$ cat src/rtl/read_datapath.sv
// ESDI drive-side read serializer: plays one AXI-stream sector frame onto the read data/clock pair
// as preamble zeros, a sync byte and NRZ data bytes, all paced by an external half-cell strobe.
module read_datapath #(
  parameter int unsigned PREAMBLE_BITS = 96,
  parameter logic [7:0]  SYNC_BYTE     = 8'hA1
) (
  input  logic       aclk,
  input  logic       areset,
  input  logic       enable,
  input  logic [7:0] sector_number,
  input  logic       esdi_sector,
  input  logic       half_strobe,
  input  logic       esdi_read_gate,
  input  logic       in_tvalid,
  output logic       in_tready,
  input  logic [7:0] in_tdata,
  input  logic       in_tlast,
  input  logic [7:0] in_tid,
  output logic       esdi_read_data,
  output logic       esdi_read_clock,
  output logic       busy,
  output logic       sector_done,
  output logic       underrun,
  output logic       tid_mismatch
);

  localparam int unsigned PreW = (PREAMBLE_BITS > 1) ? $clog2(PREAMBLE_BITS) : 1;
  localparam logic [PreW-1:0] PreLast = PreW'(PREAMBLE_BITS - 1);

  typedef enum logic [2:0] {
    StIdle, StArmed, StPreamble, StSync, StData, StPost, StMiss, StDrain
  } state_e;

  state_e          r_state, w_state_next;
  logic            r_sector;
  logic            r_phase, w_phase_next;
  logic [PreW-1:0] r_pre, w_pre_next;
  logic [2:0]      r_bit, w_bit_next;
  logic [7:0]      r_shift, w_shift_next;
  logic            r_last, w_last_next;
  logic            r_consumed, w_consumed_next;
  logic            r_data, w_data_next;
  logic            r_clk, w_clk_next;
  logic            r_done, w_done_next;
  logic            r_busy;
  logic            r_underrun, w_underrun_next;
  logic            r_mismatch, w_mismatch_next;

  logic w_edge, w_go, w_p0, w_p1, w_fetch;

  assign w_edge  = esdi_sector & ~r_sector;
  assign w_go    = esdi_read_gate & enable;
  assign w_p0    = half_strobe & ~r_phase;
  assign w_p1    = half_strobe & r_phase;
  // Fetch window: phase-0 strobe of each byte's MSB cell.
  assign w_fetch = (r_state == StData) && w_p0 && (r_bit == 3'd0);

  assign in_tready       = w_fetch || (r_state == StDrain);
  assign esdi_read_data  = r_data;
  assign esdi_read_clock = r_clk;
  assign busy            = r_busy;
  assign sector_done     = r_done;
  assign underrun        = r_underrun;
  assign tid_mismatch    = r_mismatch;

  always_ff @(posedge aclk or posedge areset) begin
    if (areset) begin
      r_state    <= StIdle;
      r_sector   <= 1'b0;
      r_phase    <= 1'b0;
      r_pre      <= '0;
      r_bit      <= '0;
      r_shift    <= '0;
      r_last     <= 1'b0;
      r_consumed <= 1'b0;
      r_data     <= 1'b0;
      r_clk      <= 1'b0;
      r_done     <= 1'b0;
      r_busy     <= 1'b0;
      r_underrun <= 1'b0;
      r_mismatch <= 1'b0;
    end else begin
      r_state    <= w_state_next;
      r_sector   <= esdi_sector;
      r_phase    <= w_phase_next;
      r_pre      <= w_pre_next;
      r_bit      <= w_bit_next;
      r_shift    <= w_shift_next;
      r_last     <= w_last_next;
      r_consumed <= w_consumed_next;
      r_data     <= w_data_next;
      r_clk      <= w_clk_next;
      r_done     <= w_done_next;
      r_busy     <= (w_state_next != StIdle);
      r_underrun <= w_underrun_next;
      r_mismatch <= w_mismatch_next;
    end
  end

  always_comb begin
    w_state_next    = r_state;
    w_phase_next    = r_phase;
    w_pre_next      = r_pre;
    w_bit_next      = r_bit;
    w_shift_next    = r_shift;
    w_last_next     = r_last;
    w_consumed_next = r_consumed;
    w_data_next     = r_data;
    w_clk_next      = r_clk;
    w_done_next     = 1'b0;
    w_underrun_next = r_underrun;
    w_mismatch_next = r_mismatch;
    unique case (r_state)
      StIdle: begin
        if (w_edge && enable) begin
          w_state_next    = StArmed;
          w_underrun_next = 1'b0;
          w_mismatch_next = 1'b0;
        end
      end
      StArmed: begin
        w_phase_next    = 1'b0;
        w_pre_next      = '0;
        w_bit_next      = '0;
        w_last_next     = 1'b0;
        w_consumed_next = 1'b0;
        if (!enable) begin
          w_state_next = StIdle;
        end else if (esdi_read_gate) begin
          // Gate wins over a coincident sector edge; sector_number is already the new one.
          if (!in_tvalid) begin
            w_state_next    = StMiss;
            w_underrun_next = 1'b1;
          end else if (in_tid == sector_number) begin
            w_state_next = StPreamble;
          end else begin
            w_state_next    = StMiss;
            w_mismatch_next = 1'b1;
          end
        end else if (w_edge) begin
          w_underrun_next = 1'b0;
          w_mismatch_next = 1'b0;
        end
      end
      StPreamble: begin
        if (!w_go) begin
          w_state_next = StDrain;
        end else if (w_p0) begin
          w_data_next  = 1'b0;
          w_clk_next   = 1'b0;
          w_phase_next = 1'b1;
        end else if (w_p1) begin
          w_clk_next   = 1'b1;
          w_phase_next = 1'b0;
          w_pre_next   = r_pre + PreW'(1);
          if (r_pre == PreLast) begin
            w_state_next = StSync;
            w_shift_next = SYNC_BYTE;
          end
        end
      end
      StSync: begin
        if (!w_go) begin
          w_state_next = StDrain;
        end else if (w_p0) begin
          w_data_next  = r_shift[7];
          w_shift_next = {r_shift[6:0], 1'b0};
          w_clk_next   = 1'b0;
          w_phase_next = 1'b1;
        end else if (w_p1) begin
          w_clk_next   = 1'b1;
          w_phase_next = 1'b0;
          w_bit_next   = r_bit + 3'd1;
          if (r_bit == 3'd7) w_state_next = StData;
        end
      end
      StData: begin
        if (!w_go) begin
          // A tlast beat taken in this very cycle still counts as a finished frame.
          w_state_next = (r_consumed || (w_fetch && in_tvalid && in_tlast)) ? StIdle : StDrain;
        end else if (w_p0) begin
          w_clk_next   = 1'b0;
          w_phase_next = 1'b1;
          if (r_bit == 3'd0) begin
            if (in_tvalid) begin
              w_data_next     = in_tdata[7];
              w_shift_next    = {in_tdata[6:0], 1'b0};
              w_last_next     = in_tlast;
              w_consumed_next = in_tlast;
            end else begin
              w_data_next     = 1'b0;
              w_shift_next    = '0;
              w_last_next     = 1'b0;
              w_underrun_next = 1'b1;
            end
          end else begin
            w_data_next  = r_shift[7];
            w_shift_next = {r_shift[6:0], 1'b0};
          end
        end else if (w_p1) begin
          w_clk_next   = 1'b1;
          w_phase_next = 1'b0;
          w_bit_next   = r_bit + 3'd1;
          if ((r_bit == 3'd7) && r_last) begin
            w_done_next  = 1'b1;
            w_state_next = StPost;
          end
        end
      end
      StPost, StMiss: begin
        if (!w_go) begin
          w_state_next = StIdle;
        end else if (w_p0) begin
          w_data_next  = 1'b0;
          w_clk_next   = 1'b0;
          w_phase_next = 1'b1;
        end else if (w_p1) begin
          w_clk_next   = 1'b1;
          w_phase_next = 1'b0;
        end
      end
      StDrain: begin
        if (in_tvalid && in_tlast) w_state_next = StIdle;
      end
    endcase
    if (!(w_state_next inside {StPreamble, StSync, StData, StPost, StMiss})) begin
      w_data_next = 1'b0;
      w_clk_next  = 1'b0;
    end
  end

endmodule

$ cat config.mk
export PLATFORM = sky130hd
export DESIGN_NAME = read_datapath
export DESIGN_NICKNAME = d
export VERILOG_FILES = /design/src/rtl/read_datapath.sv
export SDC_FILE = /design/constraint.sdc
export NUM_CORES = 1
export LEC_CHECK = 0
export CAP_MARGIN = 20
export CORE_MARGIN = 2
export CORE_UTILIZATION = 30
export CTS_CLUSTER_DIAMETER = 150
export CTS_CLUSTER_SIZE = 14
export DETAILED_ROUTE_END_ITERATION = 7
export GPL_TIMING_DRIVEN = 0
export PLACE_DENSITY = 0.49
export SLEW_MARGIN = 20
export SYNTH_ARGS = -nofsm -noshare
export SYNTH_HDL_FRONTEND = slang
export SYNTH_SLANG_ARGS = --single-unit
$ cat constraint.sdc
create_clock -name aclk -period 2.3 [get_ports aclk]
set_input_delay 0.46 -clock aclk [delete_from_list [all_inputs] [get_ports aclk]]
set_output_delay 0.46 -clock aclk [all_outputs]
set_load 0.05 [all_outputs]
==> reports/results.tsv, run 1 <==
metric	value	unit
cts_root_buffer	clkbuf_8	
globalplace.congestion	0.857	
period_share	0.973	
cts_sinks	31	
antenna_found_initial	0	
slew_headroom	0.551	
grt_use_total	0.154	
clock_path_buffers	2	
crit_type	primary input to flip-flop	
cp_max_fo	10	
use_met3	0.0366	
ys_seq_elements	31	
yosysWarningCount	0	
wl_per_cell	15.2	um
worst_ep_arrival_time	2.43	ns
drtIter0Drc	150	
worst_slew_pin_slew	0.674	ns
skew	0.00197	ns
power_density	1080	mW/mm^2
syn_area_per_cell	9.31	um^2
yosysUniqueCellTypes	52	
cts-hold-fix-buffers	0	
max_freq	0.447	GHz
cts_buffers	5	
crit_path_end_kind	flip-flop	
ant_nets	0	
grt_max_degree	32	
crit_required	2.49	ns
post-dp-hpwl	3760	um
placementRows	29	
grt_first_pass_wirelength	9000	um
gr-total-overflow	0	
path_clk_slew	0.06	ns
dp.cells	330	
hold_viol	0	
drc	0	
htreeDepth	2	
synth_area	0.00200	mm^2
die_w	85.7	um
tritoncts	done	
ir_drop	530	uV
setup_viol	0	
die-area	0.00734	mm^2
grt-busiest-layer	met2	
startpoint_type	primary input	
grtUsageMet2	0.236	
portBuffers	38	
vias_per_cell	5.28	
seqCellArea	776	um^2
routed_wl	5130	um
status	completed	
ys_seq_area_frac	0.388	
dr.pass1.iters	4	
synthFlopType	dfrtp_1	
period_minus_slack	2.24	ns
stdcell_area	0.00261	mm^2
final_cells	338	
insertion_delay	0.28	ns
placed_area	0.00248	mm^2
syn_inst	215	
chipHeight	85.7	um
fillerInstances	674	
area_delta_synth_final	30.4	%
final_cell_mix	36 x clkdlybuf4s50_1, 31 x dfrtp_1, 26 x nor2_1, 16 x nand2_1	
multiInputGateArea	0.00119	mm^2
syn_nets	251	
grtUsageMet1	0.216	
grt_pass1_vias	1842	
min_path_type	flip-flop to flip-flop	
async_flop_share	1.00	
drive_above_1_share	0.157	
maxCapViolCount	0	
slew_violations	0	
vias	1784	
layout_commonest_cell	clkdlybuf4s50_1	
antennaDiodeCount	0	
fin_nets	297	
start_util	0.313	
synth-edff-count	0	
core_region_area	0.00639	mm^2
ios	39	
p_leak	0.00112	uW
-- through the flow --
stage,TNS [ns],utilization,hold WS (ns),total power (uW),worst slack (ns)
floorplan,0,-,0.476,1880,0.0457
detailed placement,-6.68,0.388,0.500,2310,-0.673
global route,-0.0510,0.409,0.538,3060,-0.0443
CTS,0,0.403,0.520,2780,0.0199
finish,0,0.409,0.512,2820,0.0625
global placement,-6.96,0.388,0.494,2320,-0.689
-- path summary, 6_finish.rpt --
kind / endpoint / slack, ns / from / cells past startpoint
worst max-delay path: esdi_read_clock / 0.06 / esdi_read_gate / 8
worst min-delay path: tid_mismatch / 0.51 / tid_mismatch / 2
worst max register to register: r_shift[1] / 0.10 / r_pre[0] / 7
worst min register to register: tid_mismatch / 0.51 / tid_mismatch / 2
max in group asynchronous: r_state[0] / 1.27 / areset / 2
min in group asynchronous: r_pre[4] / 0.59 / areset / 2
-- what timing repair did --
| action | CTS | global route |
|---|---|---|
| resized for setup | 10 | 6 |
| buffers inserted | 0 | 2 |
| pin swaps | 1 | 2 |
| endpoints found under the setup margin | 11 | 15 |
-- cell families after synthesis --
logic type,after synthesis,share of synthesized area
fa+ha+maj,4,0.0250
mux,11,0.0756
buf+inv,18,0.0362
xor+xnor,13,0.0569
flops,31,0.387
simple gates,83,0.221
compound gates,55,0.198
-- report_power, final --
group          internal (uW)  switching, uW  leakage [uW]
sequential               709            123      0.000405
combinational            632            927      0.000670
clock                    234            198     0.0000470
total                   1580           1250       0.00112
-- state kept, by name, summed over array words and instances, names as in the netlist, 3 cells and up --
| name | count |
|---|---|
| r_shift | 8 |
| r_pre | 7 |
| r_bit | 3 |
| r_state | 3 |
-- synthesized netlist by cell type, types with 2 or more instances --
master	count	area [um^2]
a21oi_1	12	60.1
buf_2	4	20.0
nand3_1	6	30.0
nand2b_1	4	25.0
a22oi_1	2	15.0
a221o_1	2	20.0
a22o_1	5	43.8
a211oi_1	3	22.5
a31oi_1	3	18.8
a311o_1	2	20.0
xor2_1	12	105
nand4_1	5	31.3
and3b_1	3	26.3
nor2b_1	3	18.8
mux2_4	8	120
nand2_1	16	60.1
nor4_1	4	25.0
o211ai_1	2	15.0
nor2_1	26	97.6
nor3_1	2	10.0
o21ai_0	10	50.1
dfrtp_1	31	776
and2_1	3	18.8
clkbuf_1	4	15.0
inv_1	9	33.8
mux2i_1	2	20.0
and3_1	3	18.8
o22ai_1	2	12.5
ha_1	4	50.1
-- worst max-delay path: stages --
cell	delay (ns)
clkdlybuf4s50_1	0.47
and2_1	0.21
clkbuf_2	0.22
nand4_1	0.18
a21oi_1	0.09
nor4_2	0.29
and3b_1	0.26
nor4_2	0.25
-- cell type report --
class	instances	area share
well taps	77	0.0369
inverters	9	0.0129
flip-flops and latches	31	0.297
plain buffers	8	0.0144
clock inverters	1	0.00192
repair buffers	40	0.150
clock buffers	6	0.0316
multi-input cells	166	0.455
-- routing by layer --
| metal | wire, um | vias to the layer above |
|---|---|---|
| met5 | 0 | - |
| met4 | 61 | 0 |
| met3 | 227 | 7 |
| met2 | 2310 | 48 |
| met1 | 2530 | 853 |
| li1 | - | 876 |
(Power assumes the default switching activity.)
==> inputs of run 2 (changes only) <==
--- a/config.mk
+++ b/config.mk
@@ -5,7 +5,7 @@
 export SDC_FILE = /design/constraint.sdc
 export NUM_CORES = 1
 export LEC_CHECK = 0
-export CAP_MARGIN = 20
+export CAP_MARGIN = 40
 export CORE_MARGIN = 2
 export CORE_UTILIZATION = 30
 export CTS_CLUSTER_DIAMETER = 150
==> results of run 2 <==
No change in the layout: final DEF, timing and power equal those of run 1.
==> inputs of run 3 (changes only) <==
--- a/config.mk
+++ b/config.mk
@@ -7,12 +7,12 @@
 export LEC_CHECK = 0
 export CAP_MARGIN = 40
 export CORE_MARGIN = 2
-export CORE_UTILIZATION = 30
+export CORE_UTILIZATION = 52
 export CTS_CLUSTER_DIAMETER = 150
 export CTS_CLUSTER_SIZE = 14
 export DETAILED_ROUTE_END_ITERATION = 7
 export GPL_TIMING_DRIVEN = 0
-export PLACE_DENSITY = 0.49
+export PLACE_DENSITY = 0.78
 export SLEW_MARGIN = 20
 export SYNTH_ARGS = -nofsm -noshare
 export SYNTH_HDL_FRONTEND = slang
==> run 3 against run 2 <==
Worst hold slack worse by 0.0025 ns. Combinational power shrank 3%. Total power decreased by 0.35%. Flip-flop and latch count is the same. Cell area fell by 0.86%. First-iteration DRC count increased by 17%. Sequential share of layout area increased by 0.26 points. Die area is 41% lower. Clock skew rose by 0.0076 ns.
==> reports/results.tsv, run 3 (synthesis results as in run 1) <==
metric	value	unit
hold_viol	0	
layout_commonest_cell	clkdlybuf4s50_1	
start_util	0.543	
insertion_delay	0.28	ns
worst_slew_pin_slew	0.626	ns
portBuffers	38	
antennaDiodeCount	0	
cp_max_fo	8	
drive_above_1_share	0.165	
r2r-start	r_pre[0]	
chipHeight	66.0	um
max_freq	0.453	GHz
rsz0062_at_grt	false	
cts_setup_buffers	0	
crit_path_end_kind	flip-flop	
critPathTopFamily	simple AND/OR/NAND/NOR gates	
vias_per_cell	5.83	
fin_nets	296	
top_regs	r_shift x8, r_pre x7	
crit_required	2.47	ns
startpoint_type	primary input	
multiInputGateArea	0.00120	mm^2
vias	1803	
antenna_found_initial	0	
status	completed	
path_buf_inv	1	
grt_max_degree	32	
finalPower	2810	uW
gr-total-overflow	0	
cts-hold-fix-buffers	0	
die_w	66.0	um
cts_buffers	5	
clock_path_buffers	2	
core_region_area	0.00369	mm^2
routed_wl	4680	um
p_leak	0.00113	uW
crit_path_top_delay_cell	or4b_4	
grt_first_pass_wirelength	7870	um
placementRows	22	
drc	0	
grt_pass1_vias	1666	
grt_use_total	0.234	
critical_path.cell_chain	dlygate4sd2_1, nand2_2, or4b_4, o21ai_2, a32oi_2, nor2_8, mux2_4	
ios	39	
skew	0.00954	ns
tritoncts	done	
cts_sinks	31	
tns	0	ns
slew_violations	0	
crit_path_start	half_strobe	
wl_per_cell	15.1	um
power_density	1090	mW/mm^2
crit_type	primary input to flip-flop	
dr.pass1.iters	5	
post-dp-hpwl	3490	um
min_path_type	flip-flop to flip-flop	
cts_root_buffer	clkbuf_8	
ir_drop	552	uV
htreeDepth	2	
setup_viol	0	
final_cell_mix	35 x clkdlybuf4s50_1, 31 x dfrtp_1, 24 x nor2_1, 16 x nand2_1, 12 x xor2_1	
drtIter0Drc	175	
globalplace.congestion	0.887	
top_register	r_shift	
largest_reg_flops	8	
ant_nets	0	
hold_ws	0.509	ns
period_share	0.960	
area_delta_synth_final	29.3	%
path_clk_slew	0.06	ns
worst_ep_arrival_time	2.37	ns
period_minus_slack	2.21	ns
seqCellArea	776	um^2
die-area	0.00436	mm^2
slew_headroom	0.582	
holdCritStartpoint	r_bit[0]	
cpPeakStageDelay	0.55	ns
fillerInstances	294	
maxCapViolCount	0	
-- run 3: final cells by class --
cell class              instances  share of cell area
multi-input cells             166               0.463
plain buffers                   9              0.0159
inverters                       9              0.0130
flip-flops and latches         31               0.300
repair buffers                 38               0.146
clock buffers                   8              0.0387
well taps                      48              0.0232
-- run 3: worst reg2reg max path: stages (launching register included) --
cell and delay [ns]:
dfrtp_1 0.41, ha_4 0.16, nand4_1 0.12, or4b_4 0.51, o21ai_2 0.14, a32oi_2 0.17
nor2_8 0.23, mux2_4 0.33
-- run 3: through the flow --
step / util / cells / cell area (um^2) / setup slack [ns]
finish: 0.702 / 309 / 2590 / 0.0913
CTS: 0.689 / 309 / 2540 / 0.0364
detailed placement: 0.662 / 301 / 2440 / -0.646
floorplan: - / 215 / 2000 / 0.0457
global placement: 0.662 / 301 / 2440 / -0.670
global route: 0.702 / 309 / 2590 / 0.0138
-- run 3: routing by layer --
layer,routed length (um),vias to the layer above,GRT usage
li1,-,871,-
met1,2090,841,0.330
met2,2200,83,0.366
met3,328,8,0.0443
met4,68,0,0.0689
met5,0,-,0
-- run 3: timing repair --
action,CTS,global route
endpoints found under the setup margin,10,15
gates resized for setup,9,13
endpoints found under the hold margin,0,0
pin swaps,1,3
-- run 3: path summary, 6_finish.rpt --
check,depth (start not counted),slack [ns],endpoint
worst min-delay path,2,0.51,r_bit[0]
worst min register to register,2,0.51,r_bit[0]
min in group asynchronous,2,0.57,r_pre[4]
worst max register to register,7,0.13,r_shift[0]
max in group asynchronous,2,1.30,r_state[1]
worst max-delay path,7,0.09,r_shift[0]
-- run 3: power breakdown --
group	internal (uW)	total, uW	switching [uW]
clock network	272	455	183
registers	710	835	125
logic	610	1520	913
total	1590	2810	1220
